### src/rtl/store_pkg.sv
// Shared types and defaults for the STORE read-side logic.
// Holds the reader FSM encoding and the default slot width.
package store_pkg;

  localparam int DEF_DATA_W = 8;

  typedef enum logic [1:0] {
    ST_IDLE   = 2'd0,
    ST_SINGLE = 2'd1,
    ST_SCAN   = 2'd2
  } state_t;

endpackage

### src/rtl/store_reader_snapshot.sv
// slot_snapshot: SLOTS x DATA_W register bank, loaded in one shot.
// Ports: clk, reset_n, load, bank (flat slots), sel -> rd_data.
module slot_snapshot #(
  parameter int DATA_W = 8,
  parameter int SLOTS  = 4,
  parameter int ADDR_W = 2
) (
  input  logic                    clk,
  input  logic                    reset_n,
  input  logic                    load,
  input  logic [SLOTS*DATA_W-1:0] bank,
  input  logic [ADDR_W-1:0]       sel,
  output logic [DATA_W-1:0]       rd_data
);

  logic [DATA_W-1:0] mem [SLOTS];

  always_ff @(posedge clk) begin
    if (!reset_n) begin
      for (int i = 0; i < SLOTS; i++)
        mem[i] <= '0;
    end else if (load) begin
      for (int i = 0; i < SLOTS; i++)
        mem[i] <= bank[i*DATA_W +: DATA_W];
    end
  end

  // Out-of-range selects read as zero.
  always_comb begin
    rd_data = '0;
    for (int i = 0; i < SLOTS; i++)
      if (sel == ADDR_W'(i))
        rd_data = mem[i];
  end

endmodule

### src/rtl/store_reader.sv
// store_reader: single-read or snapshot scan of a STORE bank.
// Ports: clk, reset_n, bank, rd_req/rd_addr, scan_start, out_* handshake, busy.
module store_reader
  import store_pkg::*;
#(
  parameter int DATA_W = DEF_DATA_W,
  parameter int SLOTS  = 4,
  parameter int ADDR_W = 2
) (
  input  logic                    clk,
  input  logic                    reset_n,
  input  logic [SLOTS*DATA_W-1:0] bank,
  input  logic                    rd_req,
  input  logic [ADDR_W-1:0]       rd_addr,
  input  logic                    scan_start,
  output logic                    out_valid,
  input  logic                    out_ready,
  output logic [DATA_W-1:0]       out_data,
  output logic [ADDR_W-1:0]       out_addr,
  output logic                    out_last,
  output logic                    busy
);

  localparam logic [ADDR_W-1:0] LAST = ADDR_W'(SLOTS - 1);

  state_t            state_q, state_d;
  logic [ADDR_W-1:0] idx_q;
  logic [DATA_W-1:0] data_q;
  logic [ADDR_W-1:0] addr_q;
  logic              last_q;
  logic [DATA_W-1:0] snap_data;
  logic [DATA_W-1:0] live_data;
  logic              snap_load;
  logic              idx_end;

  assign snap_load = (state_q == ST_IDLE) && scan_start;
  assign idx_end   = (idx_q == LAST);

  slot_snapshot #(
    .DATA_W (DATA_W),
    .SLOTS  (SLOTS),
    .ADDR_W (ADDR_W)
  ) u_snap (
    .clk     (clk),
    .reset_n (reset_n),
    .load    (snap_load),
    .bank    (bank),
    .sel     (idx_q),
    .rd_data (snap_data)
  );

  // Live bank mux for single reads; out-of-range reads as zero.
  always_comb begin
    live_data = '0;
    for (int i = 0; i < SLOTS; i++)
      if (rd_addr == ADDR_W'(i))
        live_data = bank[i*DATA_W +: DATA_W];
  end

  always_ff @(posedge clk) begin
    if (!reset_n)
      state_q <= ST_IDLE;
    else
      state_q <= state_d;
  end

  always_comb begin
    state_d = state_q;
    unique case (state_q)
      ST_IDLE: begin
        if (scan_start)
          state_d = ST_SCAN;
        else if (rd_req)
          state_d = ST_SINGLE;
      end
      ST_SINGLE: begin
        if (out_ready)
          state_d = ST_IDLE;
      end
      ST_SCAN: begin
        if (out_ready && idx_end)
          state_d = ST_IDLE;
      end
      default: state_d = ST_IDLE;
    endcase
  end

  always_ff @(posedge clk) begin
    if (!reset_n) begin
      idx_q  <= '0;
      data_q <= '0;
      addr_q <= '0;
      last_q <= 1'b0;
    end else begin
      unique case (state_q)
        ST_IDLE: begin
          if (scan_start) begin
            idx_q <= '0;
          end else if (rd_req) begin
            data_q <= live_data;
            addr_q <= rd_addr;
            last_q <= 1'b1;
          end
        end
        ST_SINGLE: begin
          if (out_ready)
            last_q <= 1'b0;
        end
        ST_SCAN: begin
          if (out_ready)
            idx_q <= idx_end ? '0 : idx_q + 1'b1;
        end
        default: idx_q <= '0;
      endcase
    end
  end

  // A scan presents the snapshot entry at idx; a single read
  // presents the value captured on the request edge.
  assign busy      = (state_q != ST_IDLE);
  assign out_valid = busy;
  assign out_data  = (state_q == ST_SCAN) ? snap_data : data_q;
  assign out_addr  = (state_q == ST_SCAN) ? idx_q : addr_q;
  assign out_last  = (state_q == ST_SCAN) ? idx_end : last_q;

endmodule

### config.mk
export PLATFORM = sky130hd
export DESIGN_NAME = store_reader
export DESIGN_NICKNAME = d
export VERILOG_FILES = /design/src/rtl/store_pkg.sv /design/src/rtl/store_reader_snapshot.sv /design/src/rtl/store_reader.sv
export SDC_FILE = /design/constraint.sdc
export NUM_CORES = 1
export LEC_CHECK = 0
export CORE_AREA = 2 2 82 84
export CTS_BUF_LIST = sky130_fd_sc_hd__clkbuf_2 sky130_fd_sc_hd__clkbuf_4 sky130_fd_sc_hd__clkbuf_8
export CTS_CLUSTER_DIAMETER = 50
export DETAILED_ROUTE_END_ITERATION = 16
export DIE_AREA = 0 0 84 86
export GPL_ROUTABILITY_DRIVEN = 0
export PLACE_DENSITY_LB_ADDON = 0.1
export SLEW_MARGIN = 10
export SYNTH_ARGS = -nofsm -noshare
export SYNTH_HDL_FRONTEND = slang
export SYNTH_SLANG_ARGS = --single-unit
export TNS_END_PERCENT = 1
### constraint.sdc
create_clock -name clk -period 1.8 [get_ports clk]
set_input_delay 0.27 -clock clk [delete_from_list [all_inputs] [get_ports clk]]
set_output_delay 0.27 -clock clk [all_outputs]
set_load 0.1 [all_outputs]
==> results by stage, run 1 <==
Clock tree:
- The cell sitting at the root of the clock tree is a sky130_fd_sc_hd__clkbuf_8.
- TritonCTS built the clock tree.
- The clock-pin slew on the worst setup and hold paths is 80 ps.
- The clock sink count is 47.
- The worst-case clock buffer depth is 2.
- The number of setup buffers added after CTS is 0.
- The H-tree depth reported by CTS is 2.
- The insertion delay to the later sink of the worst-skew pair is 300 ps.
- TritonCTS created 5 clock buffers.

Critical path:
- The arrival time reported for the critical path endpoint is 1910 ps.
- Of all nets on the critical path, the largest fanout is 4.
- The critical path data required time is 1530 ps.
- The setup path with the least slack is of type reg2out.
- The launching element type of the critical path is a flip-flop.
- The worst setup path is captured at an output pin.

Synth:
- Of the post-synthesis cell area, the dominant cell type holds 0.387.
- The number of distinct library cell variants in the gate-level netlist after synthesis is 31.
- The flip-flop and latch count after synthesis is 47.
- Yosys printed 0 warnings.
- The part of the Yosys area used for sequential elements is 0.508.
- The cell area that synthesis handed to floorplanning was 2480 µm².
- The gate count after technology mapping is 216.
- sky130_fd_sc_hd__edfxtp_1 takes more of the synthesized area than any other cell.
- When the netlist entered floorplanning its net count stood at 259.
- The mean area per synthesized cell is 11.5 µm².
- Sorting the synthesized cells by area gives the leading types as sky130_fd_sc_hd__edfxtp_1 (39%), sky130_fd_sc_hd__dfxtp_1 (12%), sky130_fd_sc_hd__and2_1 (8.3%).

Floorplanning:
- The I/O pin total is 52.
- Row generation in the floorplan step produced 29 rows.
- The die boundary width is 84 µm.
- The floorplan step defined a die boundary enclosing 7220 µm².
- The standard cell core area is 6280 µm².
- The starting density of the core is 0.395.
- The die height is 86 µm.

Pwr:
- Power spread over the standard cell area amounts to 759 nW/µm².
- The sequential group share of total power is 0.456.
- The switching power as a share of total power is 0.307.
- Summed over all nets, the switching power comes to 0.854 mW.
- The internal power is 1.92 mW.
- The sum of internal, switching and leakage power is 2.78 mW.
- The clock network fraction of design power is 0.228.
- Across the VDD grid, the largest voltage drop is 0.391 mV.
- Summed over all cells, the static leakage comes to 1.33 nW.
- Of the total power, combinational logic draws 0.316.

STA:
- After routing, the total negative slack on setup checks comes to -3000 ps.
- Setup repair after global routing could not meet its margin everywhere.
- The post-route clock period utilization is 1.21.
- The post-route minimum period is 2180 ps.
- Setup violations remaining at the end of the flow were counted as 9.
- The total count of hold-check failures in the final report is 0.
- The transition at the pin with the smallest max-transition slack is 345 ps.
- The count of final max-slew check failures is 0.
- Timing would allow up to 458 MHz.
- The worst relative slew slack is 0.770.
- Once routing completed, OpenROAD measured the worst setup slack at -382 ps.
- The final worst clock skew is 3.83 ps.
- On the final layout, the worst hold slack is 468 ps.

Drt:
- After detailed routing, the average wire length per cell comes to 15.5 µm.
- For this block, the initial DRC count from the detailed router was 89.
- The count of nets left with antenna violations once routing finished came out at 0.
- Wires add up to 5.53 mm.
- The number of design rule violations left after detail routing is 0.
- For this run, the detailed router's first-pass iteration total came to 4.
- Across all layers, the routed design uses 1829 vias.
- Using the TritonRoute via totals, the vias-per-cell ratio works out to 5.12.

GRT:
- After global routing the overflow that remains totals 0.
- Entering global routing, the biggest net connects 18 pins.
- The initial antenna violation count is 0.
- The number of global-route vias before repair was 1835.
- The first global-routing pass estimated 9.06 mm of wire.
- The total routing usage reported by global routing is 0.163.

Layout:
- Leaving out fill and tap cells, the most frequent cell in the layout is sky130_fd_sc_hd__clkdlybuf4s50_1.
- The number of nets in the finished design is 322.
- Counting the fill cells in the layout gives 538.
- The flip-flop and latch area is 1270 µm².
- The number of inserted diodes is 0.
- In the layout the commonest cells are sky130_fd_sc_hd__clkdlybuf4s50_1 (38), sky130_fd_sc_hd__and2_1 (33), sky130_fd_sc_hd__edfxtp_1 (32), sky130_fd_sc_hd__buf_12 (21), sky130_fd_sc_hd__nand2_1 (17).
- Compared with the post-synthesis result, the final layout area differs by 47.5%.
- The share of post-route cells with drive strength above 1 is 0.307.
- The multi-input gate area in the final layout is 1230 µm².

Run status:
- The checks that failed: setup timing.
- The flow ran to the end, but the final reports show violations.

Job:
- Across the run, the number of max-cap violations was 0.

Min path:
- The worst hold path belongs to the class reg2reg.

Placed design:
- The setup slack after placement is -119 ps.
- During placement, the flow inserted port buffers numbering 51.
- After legalization and detailed placement, the total HPWL measured 4.01 mm.
[power by group through the flow]
stage / registers (mW) / clock network (mW) / logic (mW)
after floorplan: 1.28 / 0 / 0.532
after global placement: 1.29 / 0 / 0.867
after detailed placement: 1.29 / 0 / 0.872
after CTS: 1.27 / 0.659 / 0.884
after global routing: 1.27 / 0.688 / 0.924
final: 1.27 / 0.634 / 0.877
[cell type report]
| class | instances | share of cell area |
|---|---|---|
| flip-flops and latches | 47 | 0.347 |
| multi-input cells | 137 | 0.336 |
| repair buffers | 75 | 0.253 |
| well taps | 77 | 0.0263 |
| clock buffers | 6 | 0.0209 |
| inverters | 13 | 0.0133 |
| clock inverters | 2 | 0.00342 |
[synth_stat cells, drive strengths merged]
master	n
mux2i	2
a221o	8
nor4b	1
or3b	1
nand4b	2
nor3	1
inv	13
ha	4
nor2b	1
o21ai	2
nand3	3
nand3b	8
mux4	8
nand2	17
buf	16
dfxtp	15
nor2	14
clkbuf	3
o2bb2ai	8
mux2	3
edfxtp	32
or2	1
a21oi	10
a311oi	1
and2	33
a31oi	9
[layer usage]
layer,track usage,share of wire,up-vias
li1,-,-,916
met3,0.0346,0.042,6
met5,0,0,-
met4,0.0440,0.0099,0
met2,0.289,0.50,43
met1,0.202,0.45,864
[registers in the layout (all words and copies together), names as in the netlist]
signal,count
idx_q,2
data_q,8
last_q,1
u_snap.mem,32
state_q,2
addr_q,2
[cells by family (layout without fill, tap and decap cells)]
family | after synthesis | after routing | share of synthesized area
flops | 47 | 47 | 0.508
fa+ha+maj | 4 | 4 | 0.0202
buf+inv | 32 | 96 | 0.0711
simple gates | 82 | 82 | 0.195
mux | 13 | 13 | 0.0943
compound gates | 38 | 38 | 0.111
[critical path, stage by stage (launching register included)]
cell                       delay (ps)
sky130_fd_sc_hd__dfxtp_4          350
sky130_fd_sc_hd__inv_2             70
sky130_fd_sc_hd__buf_4            120
sky130_fd_sc_hd__ha_4             140
sky130_fd_sc_hd__buf_4            120
sky130_fd_sc_hd__nand3b_1          90
sky130_fd_sc_hd__a221o_1          340
sky130_fd_sc_hd__a31oi_4          180
sky130_fd_sc_hd__buf_12           200
[per-stage QoR]
step	instance area, µm²	utilization	cells
floorplan	2650	-	216
global placement	3510	0.560	349
detailed placement	3510	0.560	349
CTS	3640	0.580	357
global route	3660	0.583	357
finish	3660	0.583	357
[worst paths after layout]
check / from / to / slack, ps / cells past startpoint
setup / recovery: idx_q[0] / out_data[0] / -380 / 8
hold / removal: data_q[7] / data_q[7] / 470 / 2
setup reg to reg: state_q[0] / u_snap.mem[0][4] / 320 / 3
hold reg to reg: data_q[7] / data_q[7] / 470 / 2
[repair_timing]
| action | CTS | global route |
|---|---|---|
| setup endpoints to repair | 11 | 11 |
| gates resized for setup | 10 | 4 |
| pin swaps | 6 | 4 |
| hold buffers | 0 | 0 |
(Power assumes the default switching activity.)
==> run 2: changes to the inputs <==
Clock period 1.8 ns to 1.85 ns, I/O delays scaled along.
==> run 2 against run 1 <==
Net effect:
- the run still ends with setup timing left
- highest routed layer unchanged
- utilization decreased by 0.14 points
- largest cell class unchanged
- critical path depth did not move
- critical endpoint is now out_data[3]
- first-iteration DRC count fell by 13%
- largest power group unchanged
- critical path type unchanged
- hold slack better by 5.6 ps
==> results by stage, run 2 (synthesis gave the netlist of run 1 again) <==
Run status:
- The flow ran to the end, but the final reports show violations.
- The final reports fail on setup timing.

Layout:
- More flip-flops sit in one register than any other, and that register is u_snap.mem.
- The number of antenna diodes in the final layout is 0.
- The multi-input gate area in the final layout is 1220 µm².
- The share of post-route cells with drive strength above 1 is 0.297.
- The largest registers in the layout are u_snap.mem: 32 flops, data_q: 8 flops.
- The number of nets in the finished design is 321.
- Across the whole layout, storage elements account for 1270 µm².
- From synthesis to final layout, the design area changed by 47.1%.
- The register with the most flip-flops in the layout has 32 of them.
- In the layout the commonest cells are sky130_fd_sc_hd__clkdlybuf4s50_1 (38), sky130_fd_sc_hd__and2_1 (33), sky130_fd_sc_hd__edfxtp_1 (32), sky130_fd_sc_hd__buf_12 (21), sky130_fd_sc_hd__nand2_1 (17).
- After filler insertion, the fill cell instance count of the layout stands at 553.
- The library cell used most frequently in the layout, excluding fill and tap cells, is sky130_fd_sc_hd__clkdlybuf4s50_1.

GRT:
- For this run, the total global-route usage over all layers was measured as 0.165.
- The first global-routing pass estimated 9.11 mm of wire.
- The number of global-route vias before repair is 1859.
- The pin count of the biggest net entering global routing is 18.
- The remaining global-route overflow is 0.
- The initial antenna violation count was 0.

Critical path:
- Counting both buffers and inverters, the worst setup path holds a total of 4.
- Among cell families on the critical path, the largest total delay comes from compound AO/OA/AOI/OAI gates.
- The critical path data required time is 1570 ps.
- STA classifies the critical path startpoint as a flip-flop.
- Along the worst path, the maximum fanout reaches 4.
- The cell type of the slowest stage on the worst timing path is sky130_fd_sc_hd__dfxtp_4.
- STA classifies the critical path endpoint as an output pin.
- The type of the setup path with the least slack is reg2out.
- The arrival time reported for the critical path endpoint is 1910 ps.
- For this run, the slowest stage of the critical path takes 370 ps.
- Traced cell by cell, the critical path runs through inv_4, buf_4, ha_4, buf_6, nand3b_1, a221o_1, a31oi_4, buf_12.

Pwr:
- IR analysis of the VDD net gives a maximum drop of 0.361 mV.
- In this run the static leakage power is 1.33 nW.
- For this design the ratio of total power to cell area is 745 nW/µm².

Floorplanning:
- The core region is 6280 µm².
- The initial utilization of the core area, before any placement, comes to 0.395.
- The die area is 7220 µm².
- 52 I/O pins were placed.
- The die is 86 µm tall.
- The floorplan row count is 29.
- The die boundary width is 84 µm.

STA:
- Setup repair after global routing could not meet its margin everywhere.
- The worst relative slew slack is 0.786.
- The final worst clock skew is 5.15 ps.
- Setup violations remaining at the end of the flow were counted as 9.
- The count of final max-slew check failures is 0.
- The final worst hold slack is 473 ps.
- The maximum achievable frequency is 457 MHz.
- The transition at the pin with the smallest max-transition slack is 322 ps.
- Setup total negative slack on the finished layout was measured at -2620 ps.
- Across all setup checks in the final design, the least slack found is -339 ps.
- Dividing the final minimum period by the clock period gives 1.18.
- The total count of hold-check failures in the final report came to 0.
- The post-route minimum period is 2190 ps.

Clock tree:
- The H-tree was split into 2 levels.
- The worst-case clock buffer depth is 2.
- Clock-pin slew was measured on the worst setup and hold paths at 90 ps.
- The clock tree root buffer cell is sky130_fd_sc_hd__clkbuf_8.
- TritonCTS built the clock tree.
- The insertion delay to the later sink of the worst-skew pair is 300 ps.
- Buffers inserted to repair hold after CTS numbered 0.
- The number of CTS-inserted buffers is 5.
- Clock tree synthesis found a total of 47 sinks.

Drt:
- The count of nets left with antenna violations once routing finished came out at 0.
- In this run, the number of DRC markers left after iteration 0 of detailed routing was 77.
- The routed length per placed instance is 15.5 µm.
- The detailed router placed 1844 vias in this run.
- The iteration count of the initial detailed-routing pass is 4.
- In the routed layout, each cell is associated on average with a via count of 5.18.
- In the routed design, unresolved DRC markers number 0.
- After detailed routing, the total wire length is 5.52 mm.

Placed design:
- The setup slack after placement is -132 ps.
- The count of port buffers added during placement is 51.
- Detailed placement ended at an HPWL of 4.09 mm.

Min path:
- The tightest min-delay check is of the reg2reg type.

Job:
- Across the run, the number of max-cap violations was 0.
==> run 2: cell count changes in the layout (fill, tap and decap cells not counted), sizes merged <==
cell | before | now
buf | 37 | 36
clkbuf | 6 | 5
clkinv | 1 | 2
==> run 2: final cells by class <==
| class | instances | area share |
|---|---|---|
| Sequential cell | 47 | 0.347 |
| Multi-Input combinational cell | 137 | 0.333 |
| Timing Repair Buffer | 74 | 0.253 |
| Tap cell | 77 | 0.0264 |
| Clock buffer | 5 | 0.0189 |
| Inverter | 13 | 0.0141 |
| Clock inverter | 3 | 0.00686 |
==> run 2: final timing paths <==
kind                    from          endpoint  slack [ps]  cells after the start
setup / recovery    idx_q[0]       out_data[3]        -340                      8
hold / removal     data_q[3]         data_q[3]         470                      2
setup reg to reg  state_q[0]  u_snap.mem[0][4]         230                      4
hold reg to reg    data_q[3]         data_q[3]         470                      2
==> run 2: worst reg2reg max path: stages, from the launching register on <==
cell and delay [ps]:
sky130_fd_sc_hd__dfxtp_1 340, sky130_fd_sc_hd__buf_4 170, sky130_fd_sc_hd__or3b_4 430, sky130_fd_sc_hd__nand2_1 210, sky130_fd_sc_hd__buf_12 180
==> run 2: what timing repair did <==
action | CTS | global route
pin swaps | 9 | 4
endpoints found under the setup margin | 11 | 11
buffers inserted | 0 | 0
gates resized for setup | 11 | 2
==> run 2: power by group <==
group / switching [mW] / internal, mW
combinational: 0.467 / 0.389
sequential: 0.0281 / 1.20
clock: 0.361 / 0.270
==> run 2: through the flow <==
step | cell area (µm²) | util | instances | total power, mW
floorplan | 2650 | - | 216 | 1.77
global placement | 3510 | 0.559 | 348 | 2.10
detailed placement | 3510 | 0.559 | 348 | 2.10
CTS | 3640 | 0.580 | 356 | 2.75
global route | 3650 | 0.581 | 356 | 2.83
finish | 3650 | 0.581 | 356 | 2.72
==> run 2: metal layers <==
layer | routed length [µm] | up-vias | global-route usage
met4 | 58 | 0 | 0.0440
met1 | 2370 | 882 | 0.196
met5 | 0 | - | 0
met3 | 249 | 5 | 0.0375
met2 | 2840 | 51 | 0.301
li1 | - | 906 | -
==> run 3: changes to the inputs <==
Settings changed: CORE_AREA 2 2 82 84 to 2 2 92 76, DIE_AREA 0 0 84 86 to 0 0 94 78, TNS_END_PERCENT 1 to 10.
==> run 3 against run 2 <==
Net effect:
- the run still ends with setup timing left
- global-route usage grew 0.34 points
- critical path depth shrank 2
- sequential share of layout area grew 0.15 points
- clock skew grew 1.0 ps
- routed wire length grew 4.3%
- first-iteration DRC count grew 16%
- highest routed layer unchanged
- total power is essentially flat
- largest cell class unchanged
- clock power grew 1%
==> results by stage, run 3 (synthesis gave the netlist of run 1 again) <==
STA:
- Setup repair after global routing could not meet its margin everywhere.
- Adding up every negative setup slack in the final design gives -2500 ps.
- The maximum achievable frequency is 458 MHz.
- The count of final max-slew check failures is 0.
- The worst relative slew slack is 0.757.
- The post-route minimum period is 2190 ps.
- Of the available clock period, the critical path in the final layout requires 1.18.
- The worst setup margin is -335 ps.
- Across the routed clock network, the largest skew measured is 6.17 ps.
- The transition at the pin with the smallest max-transition slack is 364 ps.
- The total count of hold-check failures in the final report is 0.
- The setup violation total in the final timing report is 8.

GRT:
- The total routing usage reported by global routing is 0.168.
- The first-pass GRT wire length is 9.45 mm.
- Summed over all layers, the global routing overflow is 0.
- The number of global-route vias before repair is 1904.
- Entering global routing, the biggest net connects 21 pins.
- The initial antenna violation count is 0.

Layout:
- From synthesis to final layout, the design area changed by 46.6%.
- The flip-flop and latch area is 1270 µm².
- The number of nets in the finished design is 325.
- The share of post-route cells with drive strength above 1 is 0.311.
- The layout has 553 filler cells.
- The library cell used most frequently in the layout, excluding fill and tap cells, is sky130_fd_sc_hd__clkdlybuf4s50_1.
- The cell area after layout is 3640 µm².
- The repair_antennas step left the layout with diodes totalling 0.
- The register with the most flip-flops in the layout has 32 of them.
- The register with the highest flop count is u_snap.mem.
- In the layout the commonest cells are sky130_fd_sc_hd__clkdlybuf4s50_1 (38), sky130_fd_sc_hd__and2_1 (33), sky130_fd_sc_hd__edfxtp_1 (32), sky130_fd_sc_hd__buf_4 (20), sky130_fd_sc_hd__buf_12 (20).
- The largest registers in the layout are u_snap.mem: 32 flops, data_q: 8 flops.
- The multi-input combinational cells in the finished layout cover a total of 1190 µm².
- The finished layout holds 367 standard cells, fillers aside.

Clock tree:
- The number of setup buffers added after CTS is 0.
- The clock tree root buffer cell is sky130_fd_sc_hd__clkbuf_8.
- For this design, the sink count on the clock tree is 47.
- The H-tree depth reported by CTS is 2.
- The worst-case clock buffer depth is 2.
- The post-cts hold buffer count is 0.
- After clock tree synthesis, the clock-pin slew on the worst setup and hold paths is 80 ps.
- The later pin in the worst-skew pair is clocked with a latency of 290 ps.
- The number of CTS-inserted buffers is 5.
- The TritonCTS clock tree is yes.

Critical path:
- The critical path data required time is 1570 ps.
- Along the worst path, the maximum fanout reaches 16.
- STA puts the critical path data arrival time at 1910 ps.
- The depth of the worst register-to-register path is 4.
- STA classifies the critical path endpoint as an output pin.
- The critical path is of the reg2out type.
- The launching element type of the critical path is a flip-flop.
- The longest individual stage delay on the worst path is 350 ps.
- For flop-to-flop paths, the worst setup slack is 240 ps.
- The startpoint identified for the worst register-to-register timing path is state_q[1].
- In this run the critical register-to-register path is captured at u_snap.mem[0][0].
- The slowest stage of the critical path belongs to the cell sky130_fd_sc_hd__dfxtp_4.
- The number of buffers and inverters on the critical path is 2.
- The critical path's top delay family is compound AO/OA/AOI/OAI gates.
- The critical path goes through buf_4, ha_4, nand3b_1, a221o_1, a31oi_4, buf_12.

Floorplanning:
- Measured along the x axis, the die boundary spans 94 µm.
- For this configuration, the core starts out at a cell density of 0.391.
- The die area is 7330 µm².
- The I/O pin total is 52.
- The die height is 78 µm.
- The floorplan row count is 26.
- The standard cell core area is 6340 µm².

Min path:
- The startpoint identified for the worst hold timing path is data_q[4].
- Counting instances, the worst hold path has a depth of 2.
- The worst hold path terminates at data_q[4].
- The class of the worst hold path is reg2reg.

Placed design:
- Summed over all nets, the half-perimeter wirelength after detailed placement is 4.15 mm.
- The count of port buffers added during placement is 51.
- The placed instances occupy a cell area of 3530 µm².
- The cell count after placement is 359.

Drt:
- The number of nets still failing antenna checks after routing is 0.
- The routed length per placed instance is 15.7 µm.
- For this run, the detailed router's first-pass iteration total came to 4.
- The total number of vias is 1869.
- The total length of routed wires is 5.76 mm.
- The violation count after the first detailed-routing iteration is 89.
- Dividing the detail-routed via count by the number of cells gives 5.09.
- After detailed routing, the number of remaining DRC violations is 0.

Pwr:
- The leakage power figure is 1.33 nW.
- VDD sags by at most 0.319 mV.
- The total power density per cell area is 748 nW/µm².
- The sum of internal, switching and leakage power is 2.72 mW.

Run status:
- The checks that failed: setup timing.
- The flow ran to the end, but the final reports show violations.

Job:
- The reported max-cap violation count is 0.
run 3: cell count changes in the layout (fill, tap and decap cells not counted), sizes merged:
cell / change
clkinvlp: -1
buf: +4
clkbuf: +3
clkinv: -2
run 3: layer usage:
| layer | global-route usage | wire (µm) |
|---|---|---|
| met1 | 0.228 | 2630 |
| met2 | 0.278 | 2790 |
| met3 | 0.0311 | 299 |
| met4 | 0.0435 | 43 |
| met5 | 0 | 0 |
run 3: worst max path at each step:
stage	start	end	slack, ps	cells after the start
finish	idx_q[0]	out_data[4]	-340	6
global route	idx_q[0]	out_data[4]	-420	8
CTS	idx_q[0]	out_data[4]	-340	6
detailed placement	idx_q[0]	out_data[4]	-50	6
global placement	idx_q[0]	out_data[2]	-40	6
floorplan	idx_q[0]	out_data[6]	-240	7
run 3: tightest hold or removal path, cell delays in order, from the launching register on:
cell and delay [ps]:
sky130_fd_sc_hd__dfxtp_1 320, sky130_fd_sc_hd__nand2_1 50, sky130_fd_sc_hd__o2bb2ai_1 60
run 3: metrics by stage:
stage                util  setup slack (ps)  hold slack (ps)
finish              0.573              -335              463
global route        0.573              -423              491
CTS                 0.573              -337              465
detailed placement  0.557             -47.9              453
global placement    0.557             -42.2              448
floorplan               -              -236              396
run 3: repair_timing:
action / in CTS / in global routing
resized for setup: 3 / 4
pin swaps: 10 / 1
endpoints found under the setup margin: 11 / 11
run 3: cell type report:
| class | count | share of cell area |
|---|---|---|
| Inverter | 13 | 0.0134 |
| Clock buffer | 8 | 0.0251 |
| Tap cell | 84 | 0.0289 |
| Sequential cell | 47 | 0.349 |
| Timing Repair Buffer | 78 | 0.256 |
| Multi-Input combinational cell | 137 | 0.328 |
run 3: report_power, final:
part | switching (mW) | internal, mW | leakage (nW)
Clock | 0.325 | 0.313 | 0.0498
Sequential | 0.0304 | 1.20 | 0.469
Combinational | 0.467 | 0.380 | 0.816
Total | 0.823 | 1.90 | 1.33
